[src/rtl/fetch_queue.sv]
// ---------------------------------------------------------------------------
// fetch_queue
//
// Instruction queue between the LEGv8 fetch stage and decode. Fetch pushes
// (PC, instruction) pairs with a valid/ready handshake. Decode sees the oldest
// pair show-ahead on valid_D/pc_D/instr_D and consumes it with ready_D.
// A taken branch (flush_D) discards everything queued.
//
// Storage is a circular buffer with read/write pointers. A separate occupancy
// count tells full from empty when the two pointers are equal.
//
// Configuration macro:
//   FETCH_QUEUE_BYPASS_EN - when defined, a pair presented to an empty queue
//                           is forwarded combinationally to decode. If decode
//                           is ready it is consumed without being stored.
//                           When undefined there is no combinational path from
//                           the fetch-side inputs to the decode-side outputs.
// ---------------------------------------------------------------------------
module fetch_queue #(
  parameter int DEPTH = 4,   // number of entries, power of two, >= 2
  parameter int IW    = 32,  // instruction width
  parameter int AW    = 64   // PC width
) (
  input  logic                     clk,
  input  logic                     reset,

  // Fetch side
  input  logic                     valid_F,
  input  logic [AW-1:0]            pc_F,
  input  logic [IW-1:0]            instr_F,
  output logic                     ready_F,

  // Redirect from a taken branch
  input  logic                     flush_D,

  // Decode side
  output logic                     valid_D,
  output logic [AW-1:0]            pc_D,
  output logic [IW-1:0]            instr_D,
  input  logic                     ready_D,

  output logic [$clog2(DEPTH):0]   count
);

  localparam int PTR_W = $clog2(DEPTH);
  localparam int CNT_W = PTR_W + 1;

  localparam logic [CNT_W-1:0] FULL_COUNT = CNT_W'(DEPTH);
  localparam logic [PTR_W-1:0] PTR_ONE    = PTR_W'(1);
  localparam logic [CNT_W-1:0] CNT_ONE    = CNT_W'(1);

  // -------------------------------------------------------------------------
  // State
  // -------------------------------------------------------------------------
  logic [AW-1:0]    pc_mem    [DEPTH];
  logic [IW-1:0]    instr_mem [DEPTH];
  logic [PTR_W-1:0] rptr;
  logic [PTR_W-1:0] wptr;
  logic [CNT_W-1:0] count_q;

  logic empty;
  logic full;
  logic bypass_take;  // input pair consumed straight from fetch, never stored
  logic push;
  logic pop;

  assign empty = (count_q == '0);
  assign full  = (count_q == FULL_COUNT);

  // count never exceeds DEPTH, so "not full" is the same as count < DEPTH.
  // ready_F comes from state only, so a pop in a full cycle does not
  // let a push through in that same cycle.
  assign ready_F = !full;
  assign count   = count_q;

`ifdef FETCH_QUEUE_BYPASS_EN
  // An empty queue with decode ready hands the fetch pair straight through.
  assign bypass_take = empty && valid_F && ready_D && !flush_D;
`else
  assign bypass_take = 1'b0;
`endif

  // A bypassed pair is already consumed by decode, so it must not be stored.
  assign push = valid_F && ready_F && !flush_D && !bypass_take;

  // Only stored entries advance the read pointer. A bypassed pair never
  // occupies a slot, so it does not count as a pop.
  assign pop  = !empty && ready_D && !flush_D;

  // -------------------------------------------------------------------------
  // Head presentation: show-ahead from the entry at rptr, zeros when empty
  // -------------------------------------------------------------------------
  always_comb begin
    // NOTE: every output gets a default first so no path leaves it unassigned
    // and no latch is inferred.
    valid_D = 1'b0;
    pc_D    = '0;
    instr_D = '0;
    if (!empty) begin
      valid_D = 1'b1;
      pc_D    = pc_mem[rptr];
      instr_D = instr_mem[rptr];
    end
`ifdef FETCH_QUEUE_BYPASS_EN
    else if (valid_F) begin
      valid_D = 1'b1;
      pc_D    = pc_F;
      instr_D = instr_F;
    end
`endif
  end

  // -------------------------------------------------------------------------
  // Entry storage: write the incoming pair at wptr on a push
  // -------------------------------------------------------------------------
  // NOTE: the storage array is deliberately not reset. The pointers and count
  // decide which slots are live, and the head outputs are forced to zero while
  // the queue is empty. A reset here would only add a reset fan-out to every
  // storage bit.
  always_ff @(posedge clk) begin
    if (!reset && push) begin
      pc_mem[wptr]    <= pc_F;
      instr_mem[wptr] <= instr_F;
    end
  end

  // -------------------------------------------------------------------------
  // Pointer and occupancy register: reset, then flush, then push/pop
  // -------------------------------------------------------------------------
  // NOTE: sequential state uses non-blocking assignments so that every
  // register samples values from before the edge, independent of the order
  // of the statements.
  always_ff @(posedge clk) begin
    if (reset) begin
      rptr    <= '0;
      wptr    <= '0;
      count_q <= '0;
    end else if (flush_D) begin
      // Redirect: drop queued entries and any concurrent push/pop.
      rptr    <= '0;
      wptr    <= '0;
      count_q <= '0;
    end else begin
      // Pointers are PTR_W bits wide and DEPTH is a power of two,
      // so the increment wraps modulo DEPTH by itself.
      if (push) wptr <= wptr + PTR_ONE;
      if (pop)  rptr <= rptr + PTR_ONE;
      unique case ({push, pop})
        2'b10:   count_q <= count_q + CNT_ONE;
        2'b01:   count_q <= count_q - CNT_ONE;
        default: count_q <= count_q;  // both or neither: occupancy unchanged
      endcase
    end
  end

endmodule

[config.mk]
export PLATFORM = sky130hd
export DESIGN_NAME = fetch_queue
export DESIGN_NICKNAME = d
export VERILOG_FILES = /design/src/rtl/fetch_queue.sv
export SDC_FILE = /design/constraint.sdc
export NUM_CORES = 1
export LEC_CHECK = 0
export ABC_AREA = 1
export BUFFER_PORTS_ARGS = -buffer_cell sky130_fd_sc_hd__clkbuf_2
export CAP_MARGIN = 40
export CORE_ASPECT_RATIO = 0.5
export CORE_UTILIZATION = 52
export DETAILED_ROUTE_END_ITERATION = 8
export HOLD_SLACK_MARGIN = 0.1
export MAX_ROUTING_LAYER = met4
export PLACE_DENSITY = 0.85
export SLEW_MARGIN = 20
export SYNTH_ARGS = -nofsm -noshare
export SYNTH_HDL_FRONTEND = slang
export SYNTH_SLANG_ARGS = --single-unit
[constraint.sdc]
create_clock -name clk -period 4.9 [get_ports clk]
set_input_delay 0.245 -clock clk [delete_from_list [all_inputs] [get_ports clk]]
set_output_delay 0.245 -clock clk [all_outputs]
set_load 0.01 [all_outputs]
==> results.md <==
- Number of H-tree levels: 2
- Sequential area share after synthesis: 0.762
- Top Ports: 202
- Leak Pwr: 6.81 nW
- Worst VDD drop: 0.191 mV
- Routed via count: 10.8k
- Mux cell area share after synthesis: 0
- Crit Path Class: flip-flop to output pin
- Fmax: 323 MHz
- GRT overflow: 0
- Post-route DRC: 0
- Adder-cell share of the synthesized area: 0.00538
- YS warnings: 0
- Number of synthesized register bits: 393
- Detailed Route Iter0 Violations: 1477
- Largest family of logic cells by synthesized area: simple AND/OR/NAND/NOR gates
- Design Power: 6.70 mW
- Commonest non-fill, non-tap cell in the layout: nor2_1
- Skew-Pair Late Insertion Delay: 0.52 ns
- Most frequent cells in the layout: nor2_1, edfxtp_1, clkbuf_2
- Slew @ Worst Pin: 1.20 ns
- Filler instances: 1918
- Endpoint class of the critical path: output pin
- Synth area leaders: edfxtp_1, nor2_1, o21ai_0, a21oi_1, dfxtp_1
- Compound-Gate Fraction of Synth Area: 0.0958
- Die W: 245 um
- Syn Inst Count: 1207
- Mapped Area: 15400 sq um
- Via/cell ratio: 5.66
- CTS tree: yes
- Arrival @ worst endpoint: 2.85 ns
- Initial DRT Pass Iterations: 5
- Clock root buffer: clkbuf_16
- First-pass GRT wire length: 56.8 mm
- Total routed wirelength: 38.6 mm
- Worst path cell trace: clkinv_2 -> buf_4 -> nor2_1 -> o21ai_0 -> a21oi_1 -> clkbuf_2
- Clock Path Buffers: 3
- Synth unique cells: 18
- Die Y: 124 um
- Die Area: 30300 sq um
- RSZ-0062 raised after global routing: false
- Share of Yosys cell area claimed by the top area cell type: 0.751
- DP HPWL: 20.2 mm
- Largest net degree at the start of global routing: 193
- Cell taking the most area after synthesis: edfxtp_1
- Core Region: 29000 sq um
- Worst hold path class: input port to flip-flop
- Clk slew on worst S/H paths: 0.07 ns
- Worst relative slew slack: 0.201
- CP required: 4.66 ns
- I/O Buffers: 201
- Max cap viols: 0
- Synth Area in XOR/XNOR: 0
- Initial core utilization: 0.530
- Max incr delay on CP: 0.59 ns
- Final setup viols: 0
- Crit-path slowest cell: buf_4
- Placed Area: 16700 sq um
- CTS buffer count: 35
- Avg WL per Cell: 20.2 um
- Post-layout util: 0.648
- Post-synthesis simple-gate area fraction: 0.103
- Clk sinks: 393
- Multi-input logic area: 3170 sq um
- Layout Nets: 1598
- Synth Net Count: 1314
- Largest fanout on the critical path: 61
- Worst Skew: 0.0119 ns
- Period minus WS final: 3.10 ns
- Final period util: 0.632
- Avg Inst Size Synth: 12.7 sq um
- Hold Vio Cnt, Final: 0
- Area Growth Syn to Fin: 22.4%
- Vias in the first global route: 10.5k
- All-Layer GR Usage: 0.254
- Setup crit start kind: flip-flop
- Post-route cell area: 18800 sq um
- GP Congestion: 0.848
- Power per cell area: 357 nW/um^2
- Share of cells above drive strength 1: 0.181
- Num rows: 44
- Outcome: completed
- Antenna viol nets, final: 0
- Final slew viol count: 0
- Initial antenna violation count: 3
- Sequential Area: 11700 sq um
==> cells by family after synthesis <==
group,count (synthesis)
AO/OA/AOI/OAI,294
adder cells (fa/ha/maj),6
buffers and inverters,94
flip-flops,393
AND/OR/NAND/NOR,420
==> flip-flops by register name, summed over array words and instances, names as in the netlist, named ones only <==
register   cells
instr_mem    128
wptr           2
rptr           2
pc_mem       256
count          3
==> repair_timing <==
item,CTS,global route
hold buffers,100,0
setup buffers,0,0
endpoints found under the hold margin,389,0
setup endpoints to repair,0,0
resized for setup,0,0
==> power breakdown <==
part           internal, mW  switching (mW)  total (mW)
clock                  1.45            1.18        2.63
sequential             3.72         0.00948        3.73
combinational         0.140           0.204       0.344
==> layer usage <==
layer  GRT usage  share of wire
met5           -              0
met4       0.120          0.043
met2       0.427           0.51
met1       0.311           0.37
met3      0.0339          0.074
==> cell usage after synthesis <==
| library cell | number |
|---|---|
| inv_2 | 3 |
| buf_1 | 8 |
| buf_6 | 12 |
| buf_4 | 14 |
| buf_2 | 14 |
| a21oi_1 | 101 |
| fa_1 | 1 |
| edfxtp_1 | 384 |
| nor2_1 | 397 |
| dfxtp_1 | 9 |
| nand2_1 | 17 |
| or2_2 | 1 |
| nand3_1 | 5 |
| ha_1 | 5 |
| o21ai_0 | 176 |
| clkbuf_1 | 25 |
| o21ai_1 | 17 |
| inv_1 | 18 |
==> path summary, 6_finish.rpt <==
check                         from                   endpoint  slack, ns  cells past startpoint
min                        ready_D                  flip-flop       0.13                      5
max                      flip-flop                    pc_D[7]       1.80                      6
min reg2reg   wptr[1]$_SDFFE_PP0P_       wptr[1]$_SDFFE_PP0P_       0.52                      2
max reg2reg  count[0]$_SDFFE_PP0P_  instr_mem[0][9]$_DFFE_PP_       2.59                      7
==> critical path, delay by kind of cell (launching register included) <==
kind,cells,cell delay (ns)
buffers and inverters,3,1.27
AO/OA/AOI/OAI,2,0.38
flip-flops,1,0.37
AND/OR/NAND/NOR,1,0.24
==> area by class of cell <==
cell class	instances	share of cell area
inverters	21	0.00446
multi-input cells	720	0.169
repair buffers	320	0.121
flip-flops and latches	393	0.623
diodes	3	0.000399
clock inverters	17	0.00739
clock buffers	43	0.0493
well taps	391	0.0260
==> per-stage QoR <==
step           hold WS (ns)  cells  setup WS [ns]  TNS [ns]
2_1_floorplan         0.344   1207         -0.700   -268.84
3_3_place_gp          0.458   1739           2.14         0
3_5_place_dp          0.465   1744           2.48         0
4_1_cts               0.114   1904           1.94         0
5_1_grt               0.173   1908           1.67         0
6_report              0.128   1908           1.80         0
(Power assumes the default switching activity.)
